<file path="config.mk">
export PLATFORM = sky130hd
export DESIGN_NAME = pid_loop_ctrl
export DESIGN_NICKNAME = d
export VERILOG_FILES = /design/src/rtl/pid_loop_ctrl.sv
export SDC_FILE = /design/constraint.sdc
export NUM_CORES = 1
export LEC_CHECK = 0
export ABC_AREA = 1
export BUFFER_PORTS_ARGS = -buffer_cell sky130_fd_sc_hd__buf_4
export CAP_MARGIN = 40
export CORE_MARGIN = 2
export CORE_UTILIZATION = 32
export DETAILED_ROUTE_END_ITERATION = 16
export REMOVE_ABC_BUFFERS = 1
export SLEW_MARGIN = 10
export SYNTH_ARGS = -nofsm -noshare
export SYNTH_HDL_FRONTEND = slang
export SYNTH_SLANG_ARGS = --single-unit
</file>
<file path="constraint.sdc">
create_clock -name clk -period 5.65 [get_ports clk]
set_input_delay 1.13 -clock clk [delete_from_list [all_inputs] [get_ports clk]]
set_output_delay 1.13 -clock clk [all_outputs]
set_load 0.01 [all_outputs]
</file>
<file path="src/rtl/pid_loop_ctrl.sv">
// pid_loop_ctrl: runs one PID iteration per sample_tick (ADC capture, error terms, pid_sum, duty clamp).
// Every output is a register, so no input reaches an output in the same cycle.
`timescale 1ns/1ps
module pid_loop_ctrl #(
   parameter int ADC_WIDTH   = 13,
   parameter int DUTY_WIDTH  = 10,
   parameter int OUT_SHIFT   = 10,
   parameter int ADC_TIMEOUT = 255
) (
   input  logic                          clk,
   input  logic                          n_rst,
   input  logic                          enable,
   input  logic                          sample_tick,
   input  logic [ADC_WIDTH-1:0]          setpoint,
   output logic                          adc_start,
   input  logic                          adc_valid,
   input  logic [ADC_WIDTH-1:0]          adc_data,
   output logic signed [ADC_WIDTH-1:0]   proportional,
   output logic signed [ADC_WIDTH-1:0]   derivative,
   output logic signed [2*ADC_WIDTH-1:0] integral,
   output logic                          sum_en,
   input  logic                          sum_rdy,
   input  logic signed [3*ADC_WIDTH:0]   sum,
   output logic [DUTY_WIDTH-1:0]         duty,
   output logic                          duty_valid,
   output logic                          overrun,
   output logic                          adc_fault
);
   localparam int W     = ADC_WIDTH;
   localparam int SW    = 3*W+1;
   localparam int CNT_W = $clog2(ADC_TIMEOUT+1);
   localparam logic [CNT_W-1:0] CNT_LAST = CNT_W'(ADC_TIMEOUT-1);
   localparam logic signed [W:0]    E_MAX = {2'b00, {(W-1){1'b1}}};
   localparam logic signed [W:0]    E_MIN = -E_MAX;
   localparam logic signed [2*W:0]  I_MAX = {2'b00, {(2*W-1){1'b1}}};
   localparam logic signed [2*W:0]  I_MIN = -I_MAX;
   localparam logic signed [SW-1:0] DUTY_MAX = {{(SW-DUTY_WIDTH){1'b0}}, {DUTY_WIDTH{1'b1}}};

   typedef enum logic [2:0] {
      IDLE, ADC_REQ, ADC_WAIT, CALC, INTEG, SUM_START, SUM_ARM, SUM_WAIT
   } state_t;

   state_t                 state_q, state_d;
   logic [CNT_W-1:0]       cnt_q, cnt_d;
   logic [W-1:0]           sample_q, sample_d;
   logic signed [W-1:0]    prop_q, prop_d;
   logic signed [W-1:0]    deriv_q, deriv_d;
   logic signed [2*W-1:0]  integ_q, integ_d;
   logic [DUTY_WIDTH-1:0]  duty_q, duty_d;
   logic                   adc_start_q, adc_start_d;
   logic                   sum_en_q, sum_en_d;
   logic                   duty_valid_q, duty_valid_d;
   logic                   overrun_q, overrun_d;
   logic                   adc_fault_q, adc_fault_d;

   function automatic logic signed [W-1:0] sat_w(input logic signed [W:0] x);
      if (x > E_MAX)      sat_w = E_MAX[W-1:0];
      else if (x < E_MIN) sat_w = E_MIN[W-1:0];
      else                sat_w = x[W-1:0];
   endfunction

   function automatic logic signed [2*W-1:0] sat_2w(input logic signed [2*W:0] x);
      if (x > I_MAX)      sat_2w = I_MAX[2*W-1:0];
      else if (x < I_MIN) sat_2w = I_MIN[2*W-1:0];
      else                sat_2w = x[2*W-1:0];
   endfunction

   // prop_q always holds the latest error, so it doubles as e_prev.
   logic signed [W:0]     e_raw, d_raw;
   logic signed [W-1:0]   e_sat;
   logic signed [2*W:0]   i_raw;
   logic signed [SW-1:0]  shifted;
   logic [DUTY_WIDTH-1:0] duty_clamp;
   logic                  windup_hold;

   assign e_raw   = $signed({1'b0, setpoint}) - $signed({1'b0, sample_q});
   assign e_sat   = sat_w(e_raw);
   assign d_raw   = $signed({e_sat[W-1], e_sat}) - $signed({prop_q[W-1], prop_q});
   assign i_raw   = $signed({integ_q[2*W-1], integ_q})
                  + $signed({{(W+1){prop_q[W-1]}}, prop_q});
   assign shifted = sum >>> OUT_SHIFT;
   assign windup_hold = ((duty_q == '0) && prop_q[W-1])
                     || ((duty_q == '1) && !prop_q[W-1] && (prop_q != '0));

   always_comb begin
      if (shifted[SW-1])          duty_clamp = '0;
      else if (shifted > DUTY_MAX) duty_clamp = '1;
      else                        duty_clamp = shifted[DUTY_WIDTH-1:0];
   end

   always_comb begin
      state_d      = state_q;
      cnt_d        = cnt_q;
      sample_d     = sample_q;
      prop_d       = prop_q;
      deriv_d      = deriv_q;
      integ_d      = integ_q;
      duty_d       = duty_q;
      adc_start_d  = 1'b0;
      sum_en_d     = 1'b0;
      duty_valid_d = 1'b0;
      adc_fault_d  = 1'b0;
      overrun_d    = sample_tick && ((state_q != IDLE) || !sum_rdy);

      case (state_q)
         IDLE: begin
            if (sample_tick && enable && sum_rdy) begin
               state_d     = ADC_REQ;
               adc_start_d = 1'b1;
            end
         end
         ADC_REQ: begin
            state_d = ADC_WAIT;
            cnt_d   = '0;
         end
         ADC_WAIT: begin
            if (adc_valid) begin
               sample_d = adc_data;
               state_d  = CALC;
            end else if (cnt_q == CNT_LAST) begin
               adc_fault_d = 1'b1;
               state_d     = IDLE;
            end else begin
               cnt_d = cnt_q + 1'b1;
            end
         end
         CALC: begin
            prop_d  = e_sat;
            deriv_d = sat_w(d_raw);
            state_d = INTEG;
         end
         INTEG: begin
            if (!windup_hold) integ_d = sat_2w(i_raw);
            sum_en_d = 1'b1;
            state_d  = SUM_START;
         end
         SUM_START: state_d = SUM_ARM;
         SUM_ARM: begin
            if (!sum_rdy) state_d = SUM_WAIT;
         end
         SUM_WAIT: begin
            if (sum_rdy) begin
               duty_d       = duty_clamp;
               duty_valid_d = 1'b1;
               state_d      = IDLE;
            end
         end
         default: state_d = IDLE;
      endcase

      // Disable abandons any pid_sum in flight; IDLE waits for sum_rdy before the next start.
      if (!enable) begin
         state_d      = IDLE;
         adc_start_d  = 1'b0;
         sum_en_d     = 1'b0;
         duty_valid_d = (duty_q != '0);
         duty_d       = '0;
         prop_d       = '0;
         deriv_d      = '0;
         integ_d      = '0;
      end
   end

   always_ff @(posedge clk or negedge n_rst) begin
      if (!n_rst) begin
         state_q      <= IDLE;
         cnt_q        <= '0;
         sample_q     <= '0;
         prop_q       <= '0;
         deriv_q      <= '0;
         integ_q      <= '0;
         duty_q       <= '0;
         adc_start_q  <= 1'b0;
         sum_en_q     <= 1'b0;
         duty_valid_q <= 1'b0;
         overrun_q    <= 1'b0;
         adc_fault_q  <= 1'b0;
      end else begin
         state_q      <= state_d;
         cnt_q        <= cnt_d;
         sample_q     <= sample_d;
         prop_q       <= prop_d;
         deriv_q      <= deriv_d;
         integ_q      <= integ_d;
         duty_q       <= duty_d;
         adc_start_q  <= adc_start_d;
         sum_en_q     <= sum_en_d;
         duty_valid_q <= duty_valid_d;
         overrun_q    <= overrun_d;
         adc_fault_q  <= adc_fault_d;
      end
   end

   assign adc_start    = adc_start_q;
   assign sum_en       = sum_en_q;
   assign proportional = prop_q;
   assign derivative   = deriv_q;
   assign integral     = integ_q;
   assign duty         = duty_q;
   assign duty_valid   = duty_valid_q;
   assign overrun      = overrun_q;
   assign adc_fault    = adc_fault_q;

endmodule

</file>
# Yosys cells after proc, flatten, opt, wreduce, memory -nomap -nowiden
# Cells that the tools add are included.
[totals]
elab_cells = 103
memories = 0
latchBits = 0
out_inout_bits = 67
inputBits = 72
ff_bits = 91
rom_bits = 0
ramBits = 0
[classes]
shifts = 0
reduce_logical = 21
n_div = 0
eq_ne = 20
magnitude_cmp = 7
mux = 39
bitwise_logic = 0
n_addsub = 4
n_mul = 0
[op_table]
columns = ["cell", "count"]
rows = [
  ["$mux W26", 5],
  ["$mux W13", 8],
  ["$mux W10", 5],
  ["$gt A30 B11 Y1 const B", 1],
  ["$gt A14 B13 Y1 const B", 2],
  ["$lt A14 B13 Y1 const B", 2],
  ["$sub A13 B13 Y14", 2],
  ["$add A26 B13 Y27", 1],
  ["$gt A27 B26 Y1 const B", 1],
  ["$lt A27 B26 Y1 const B", 1],
  ["$pmux W3 S8", 1],
  ["$mux W3", 6],
  ["$mux W8", 2],
  ["$pmux W8 S2", 1],
  ["$reduce_bool A13 Y1", 1],
  ["$eq A3 B3 Y1 const B", 4],
  ["$mux W1", 11],
  ["$eq A10 B10 Y1 const B", 1],
  ["$logic_not A10 Y1", 1],
  ["$reduce_bool A10 Y1", 1],
  ["$ne A3 B3 Y1 const B", 3],
  ["$add A8 B1 Y8 const B", 1],
  ["$eq A8 B8 Y1 const B", 1],
  ["$ne A2 B1 Y1 const B", 4],
  ["13 further kinds", 25],
]

# Depth between registers and ports, before layout
# Gate-level depths: netlist (run 1).
[logic_depth]
ltp_word = 10
ltp_mapped = 34
depth_no_buf = 33

# Least setup slack after synthesis (run 1)
# Ideal clock, no wire load.
[synth_timing]
path_type = "input-to-reg"
startpoint = "in setpoint[0]"
endpoint = "reg deriv_q[9], in the netlist derivative[9]"
required_ns = 5.584
setup_slack_ns = 0.752
arrival_ns = 4.832
setup_ns = 0.066
n_path_buf = 1
cell_stages = 29
path_cell_list = "inv_1 ha_1 inv_1 fa_1 nand3_1 nand2_1 nand3_1 nand2_1 nand2_1 o21ai_1 xor2_1 nor2_1 clkinv_1 nand3_1 inv_1 ha_1 fa_1 o21ai_0 nand2_1 nand2_1 nand3_1 nand2_1 a21oi_1 xor2_1 nand2_1 nand2_1 buf_6 nand3_1 nand2_1"
[synth_between]
elab_chain_len = 10
elab_cells_between_ends = 12
classes_between = "2 x add/sub; 4 x order compare; 6 x mux"
[synth_lines]
columns = ["element", "line", "source"]
rows = [
  ["from (decl)", "14", "input logic [ADC_WIDTH-1:0] setpoint,"],
  ["$sub A13 B13 Y14 *", "76", "assign e_raw = $signed({1'b0, setpoint}) - $signed({1'b0, sample_q});"],
  ["$lt A14 B13 Y1", "58", "else if (x < E_MIN) sat_w = E_MIN[W-1:0];"],
  ["$mux W13", "58", ""],
  ["$mux W13 *", "57", "if (x > E_MAX) sat_w = E_MAX[W-1:0];"],
  ["$sub A13 B13 Y14 *", "78", "assign d_raw = $signed({e_sat[W-1], e_sat}) - $signed({prop_q[W-1], prop_q});"],
  ["$lt A14 B13 Y1", "58", ""],
  ["$mux W13", "58", ""],
  ["$mux W13 *", "57", ""],
  ["$mux W13 *", "105", "case (state_q)"],
  ["$mux W13 *", "152", "if (!enable) begin"],
  ["to (signal assigned)", "183", "deriv_q <= deriv_d;"],
  ["to (decl)", "47", "logic signed [W-1:0] deriv_q, deriv_d;"],
]
# Every way passes the cells marked *; elsewhere a longest branch is shown, timed or not. The select of a mux whose other input is x is not followed.
# A chain may end at the register's enable or synchronous reset.

# Worst setup path in the final report (run 1)
[layout_timing]
startpoint = "in setpoint[0]"
endpoint = "reg deriv_q[5], in the netlist derivative[5]"
# The elaborated chain is that of the path after synthesis.

==> out/qor.csv, run 1 <==
stage;metric;value;unit
finish;area_growth;21.63;%
timing;fin_setup_tns;0;ns
setup_path;crit_top_cell;nand2_1;
clock_network;cts_max_path_buffers;2;
yosys;yosys_warnings;0;
routing;antenna_left;0;
finish;drive_gt1_frac;0.1343;
die;dieArea;24820;µm²
setup_path;startpoint_type;input pin;
setup_path;crit_type;input pin to register;
global_route;antenna_found_initial;0;
power_and_ir_drop;p_leak;5.294;nW
yosys;synth_edf_count;0;
timing;finalSetupViolCount;0;
die;die_y;157.6;µm
timing;finalClockSkew;0.01006;ns
finish;utilization;0.3933;
timing;fmax;196.8;MHz
clock_network;clkTransAtPathRegs;0.07;ns
finish;final_common_cell;nand2_1;
die;core;23330;µm²
clock_network;cts_tree;built;
yosys;synth-seq-cells;91;
global_route;use_met3;0.02506;
die;die_x;157.6;µm
clock_network;postCtsHoldBufs;0;
min_path;holdPathStages;2;
global_route;grt-ovfl-total;0;
routing;vias_per_cell;4.618;
die;start_util;0.3234;
routing;drcViolationCount;0;
finish;antenna_cells;0;
status;outcome;finished, final reports clean;
timing;period_minus_slack;5.082;ns
min_path;holdPathEnd;derivative[0];
power_and_ir_drop;vdd_ir_drop_max;0.0003610;V
min_path;hp-class;register to register;
global_route;met2_usage;0.2878;
clock_network;cts_resized;0;
routing;initialDrtViolationCount;381;
setup_path;r2r_start;sample_q[0];
clock_network;root_buffer;clkbuf_16;
global_route;grt_busiest_layer;met2;
clock_network;cts_setup_buffers;0;
die;ios;139;
min_path;min_from;derivative[0];
setup_path;worst_path_max_delay_cell;fa_1;
die;fp-row-count;56;
global_route;grtUsageMet1;0.2392;
clock_network;insertion_delay;0.36;ns
placed_design;gp_congestion;0.9237;
setup_path;r2r_end;derivative[5];
power_and_ir_drop;power_density;461.5;nW/µm²
setup_path;required;5.89;ns
clock_network;cts_made_buffers;9;
timing;drv_slew;0;
global_route;grt_util_all_layers;0.1769;
yosys;syn-cell-area;7545;µm²
routing;via_count;7490;
routing;drt_wl_total;21.38;mm
run;maxCapViolations;0;
clock_network;clkSinkCount;91;
setup_path;cpPeakStageDelay;0.40;ns
finish;mostFrequentLayoutCells;nand2_1, inv_1, buf_4;
global_route;grt_max_degree;49;
placed_design;io_buffers;128;
setup_path;cp-end-kind;register;
routing;routed_wire_length_per_instance;13.18;µm
yosys;synth-main-ff-cell;dfrtp_1;
yosys;yosysUniqueCellTypes;39;
timing;hold_viol;0;
yosys;ys_async_sr_fraction;1.000;
setup_path;cp_max_fo;11;
clock_network;htreeDepth;3;
routing;first_pass_iters;5;
global_route;grt_pass1_wl;34.77;mm
yosys;post_synth_inst_count;1168;
setup_path;arrival;5.32;ns
finish;nets;1427;
global_route;grt_pass1_vias;6998;
timing;worstMarginPinSlew;0.8457;ns
yosys;ys_seq_area_frac;0.3018;
setup_path;reg2reg_depth;29;
yosys;syn_area_per_cell;6.460;µm²
timing;rsz0062_at_grt;no;
timing;slew_headroom;0.4362;
timing;min_period_over_period;0.8994;
setup_path;reg2reg_slack;1.15;ns
placed_design;dp.final_hpwl;17.06;mm
setup_path;cp-startpoint;setpoint[0];
-- registers in the layout (all words and copies together) (netlist names) --
name          count
duty             10
adc_fault         1
adc_start         1
proportional     13
state_q           3
sum_en            1
cnt_q             8
duty_valid        1
overrun           1
derivative       13
integral         26
sample_q         13
-- logic make-up after synthesis --
logic type / synth area share
and+or+nand+nor: 0.3665
buffers and inverters: 0.1136
AOI/OAI and AO/OA: 0.09303
DFF: 0.3018
adders and majority gates: 0.09751
xor gates and xnor gates: 0.02753
-- power by group --
group	switching, mW	internal [mW]
registers	0.0645	0.744
logic	1.74	1.08
clock network	0.276	0.335
total	2.08	2.16
-- metal layers --
metal / up-vias / wire length [µm]
met5: - / 0
met2: 147 / 9795
met4: 0 / 506
met3: 27 / 837
met1: 3349 / 10240
li1: 3967 / -
-- cell type report --
| cell class | instances | area [µm²] |
|---|---|---|
| Fill cell | 2511 | 14160 |
| Clock inverter | 3 | 21.27 |
| Clock buffer | 13 | 270.3 |
| Timing Repair Buffer | 136 | 1041 |
| Multi-Input combinational cell | 859 | 4413 |
| Inverter | 201 | 754.5 |
| Sequential cell | 91 | 2277 |
| Tap cell | 319 | 399.1 |
-- stage by stage --
stage / power (mW) / std cells / setup slack, ns / hold WS [ns] / area [µm²]
global route: 4.700 / 1622 / 0.008744 / 0.5052 / 9176
global placement: 3.621 / 1605 / 0.1939 / 0.4686 / 8857
CTS: 4.262 / 1622 / 0.5402 / 0.4851 / 9176
floorplan: 2.915 / 1151 / 0.6436 / 0.4528 / 7442
finish: 4.235 / 1622 / 0.5683 / 0.4812 / 9176
detailed placement: 3.637 / 1606 / 0.1623 / 0.4669 / 8885
-- Yosys cell counts, types with 13 or more instances --
| master | n | area share |
|---|---|---|
| nand2_1 | 420 | 0.21 |
| inv_1 | 191 | 0.095 |
| dfrtp_1 | 91 | 0.30 |
| nand3_1 | 90 | 0.060 |
| nor2_1 | 68 | 0.034 |
| ha_1 | 54 | 0.090 |
| o21ai_0 | 54 | 0.036 |
| a21oi_1 | 45 | 0.030 |
| nand4_1 | 19 | 0.016 |
| nand3b_1 | 16 | 0.016 |
| xor2_1 | 15 | 0.017 |
| nor3_1 | 13 | 0.0086 |
-- worst max-delay path: cells and delay by family --
family | cells | cell delay (ns)
compound gates | 1 | 0.27
simple gates | 19 | 1.97
xor+xnor | 2 | 0.37
fa+ha+maj | 4 | 1.13
buf+inv | 5 | 0.45
-- worst max path at each step --
| stage | to | slack [ns] |
|---|---|---|
| floorplan | derivative[0] | 0.64 |
| global placement | derivative[5] | 0.19 |
| detailed placement | derivative[5] | 0.16 |
| CTS | derivative[6] | 0.54 |
| global route | derivative[0] | 0.009 |
| finish | derivative[5] | 0.57 |
(Power assumes the default switching activity.)
==> run 2: changes to the inputs <==
--- a/config.mk
+++ b/config.mk
@@ -11,6 +11,7 @@
 export CORE_MARGIN = 2
 export CORE_UTILIZATION = 32
 export DETAILED_ROUTE_END_ITERATION = 16
+export PLACE_DENSITY = 0.55
 export REMOVE_ABC_BUFFERS = 1
 export SLEW_MARGIN = 10
 export SYNTH_ARGS = -nofsm -noshare
==> run 2 against run 1 <==
Net effect: cell count did not move; cell area is essentially flat; first-iteration DRC count rose by 7.9%; critical path depth down 1; via count increased by 0.20%; power up 1.7%; largest cell class unchanged; worst hold slack better by 0.00092 ns; sequential cell count unchanged.
==> out/qor.csv, run 2 (synthesis gave the netlist of run 1 again) <==
stage;metric;value;unit
status;outcome;finished, final reports clean;
clock_network;clkTransAtPathRegs;0.07;ns
clock_network;cts_max_path_buffers;2;
clock_network;postCtsHoldBufs;0;
timing;fin_setup_tns;0;ns
min_path;hp-class;register to register;
min_path;holdPathEnd;derivative[11];
setup_path;reg2reg_slack;1.15;ns
die;die_x;157.6;µm
routing;via_count;7505;
placed_design;dp.final_hpwl;17.35;mm
timing;finalSetupViolCount;0;
finish;antenna_cells;0;
die;core;23330;µm²
setup_path;arrival;5.29;ns
placed_design;gp_congestion;0.9021;
timing;hold_viol;0;
die;die_y;157.6;µm
finish;nets;1427;
placed_design;io_buffers;128;
setup_path;startpoint_type;input pin;
finish;design_area;9179;µm²
min_path;holdPathStages;2;
setup_path;cp_max_fo;11;
global_route;antenna_found_initial;0;
finish;drive_gt1_frac;0.1351;
die;fp-row-count;56;
finish;utilization;0.3934;
finish;mostFrequentLayoutCells;nand2_1, inv_1, buf_4;
timing;fmax;198.2;MHz
clock_network;cts_tree;built;
routing;first_pass_iters;5;
setup_path;cp-startpoint;setpoint[0];
power_and_ir_drop;vdd_ir_drop_max;0.0003242;V
timing;finalClockSkew;0.01408;ns
timing;drv_slew;0;
finish;multi_input_area;4415;µm²
finish;final_common_cell;nand2_1;
global_route;grt_max_degree;59;
routing;drcViolationCount;0;
clock_network;cts_made_buffers;9;
finish;area_growth;21.66;%
routing;vias_per_cell;4.627;
routing;routed_wire_length_per_instance;13.45;µm
setup_path;cpPeakStageDelay;0.40;ns
power_and_ir_drop;p_leak;5.286;nW
clock_network;root_buffer;clkbuf_16;
setup_path;r2r_end;derivative[6];
die;ios;139;
run;maxCapViolations;0;
timing;min_period_over_period;0.8931;
setup_path;crit_type;input pin to register;
setup_path;worst_path_max_delay_cell;fa_1;
clock_network;clkSinkCount;91;
global_route;grt_pass1_wl;35.36;mm
power_and_ir_drop;power_density;469.1;nW/µm²
timing;rsz0062_at_grt;no;
setup_path;crit_top_cell;nand2_1;
global_route;grt_pass1_vias;7198;
routing;initialDrtViolationCount;411;
finish;largest_reg_flops;26;
global_route;grt_util_all_layers;0.1806;
die;dieArea;24820;µm²
finish;seq_area;2277;µm²
timing;slew_headroom;0.4486;
setup_path;r2r_start;sample_q[0];
setup_path;reg2reg_depth;28;
die;start_util;0.3234;
setup_path;cp-end-kind;register;
clock_network;insertion_delay;0.36;ns
timing;worstMarginPinSlew;0.8271;ns
routing;antenna_left;0;
clock_network;htreeDepth;3;
finish;fillers;2552;
setup_path;required;5.89;ns
placed_design;placed_area;8872;µm²
timing;period_minus_slack;5.046;ns
routing;drt_wl_total;21.82;mm
global_route;grt-ovfl-total;0;
min_path;min_from;derivative[11];
power_and_ir_drop;total_power;4.306;mW
run 2: cell types whose count changed in the layout (fill, tap and decap cells not counted):
| cell | previous run | this run |
|---|---|---|
| buf_16 | 1 | 0 |
| buf_8 | 0 | 1 |
| bufinv_16 | 0 | 1 |
| clkbuf_8 | 3 | 1 |
| clkinv_2 | 1 | 0 |
| clkinv_4 | 1 | 0 |
| clkinvlp_4 | 1 | 3 |
| inv_6 | 0 | 1 |
| nand2_1 | 420 | 419 |
| nand2_2 | 6 | 7 |
run 2: layer usage:
layer / global-route usage / vias to the layer above / part of all wire
met3: 0.02093 / 23 / 0.030
met1: 0.2362 / 3402 / 0.47
li1: - / 3968 / -
met5: 0 / - / 0
met2: 0.3096 / 112 / 0.48
met4: 0.05974 / 0 / 0.021
run 2: area by class of cell:
cell class                      count  share of cell area
Sequential cell                    91              0.2481
Clock inverter                      5            0.006679
Multi-Input combinational cell    859              0.4811
Inverter                          201             0.08220
Tap cell                          319             0.04348
Clock buffer                       11             0.02644
Timing Repair Buffer              136              0.1121
run 2: stage by stage:
step	setup slack, ns	cells	hold slack (ns)
6_report	0.6039	1622	0.4821
5_1_grt	0.09739	1622	0.5143
4_1_cts	0.4583	1622	0.4862
3_5_place_dp	0.08944	1606	0.4679
3_3_place_gp	0.1138	1605	0.4692
2_1_floorplan	0.6436	1151	0.4528
run 2: power by group:
group | leakage, nW | switching (mW) | internal, mW
Sequential | 1.24 | 0.0663 | 0.744
Combinational | 3.91 | 1.78 | 1.08
Clock | 0.138 | 0.277 | 0.357
run 2: how the worst max path moves through the flow:
stage               endpoint  depth (start not counted)
4_1_cts        derivative[5]                         30
6_report       derivative[6]                         30
3_3_place_gp   derivative[5]                         30
2_1_floorplan  derivative[0]                         29
5_1_grt        derivative[5]                         31
3_5_place_dp   derivative[6]                         30
run 2: worst max-delay path, delay by kind of cell:
| kind | cells | cell delay [ns] |
|---|---|---|
| AO/OA/AOI/OAI | 2 | 0.43 |
| buffers and inverters | 5 | 0.47 |
| XOR/XNOR | 2 | 0.39 |
| adder cells (fa/ha/maj) | 4 | 1.13 |
| AND/OR/NAND/NOR | 17 | 1.73 |
run 2: timing repair:
item | 4_1_cts | 5_1_grt
resized for setup | 0 | 1
setup buffers | 0 | 0
endpoints found under the setup margin | 0 | 5
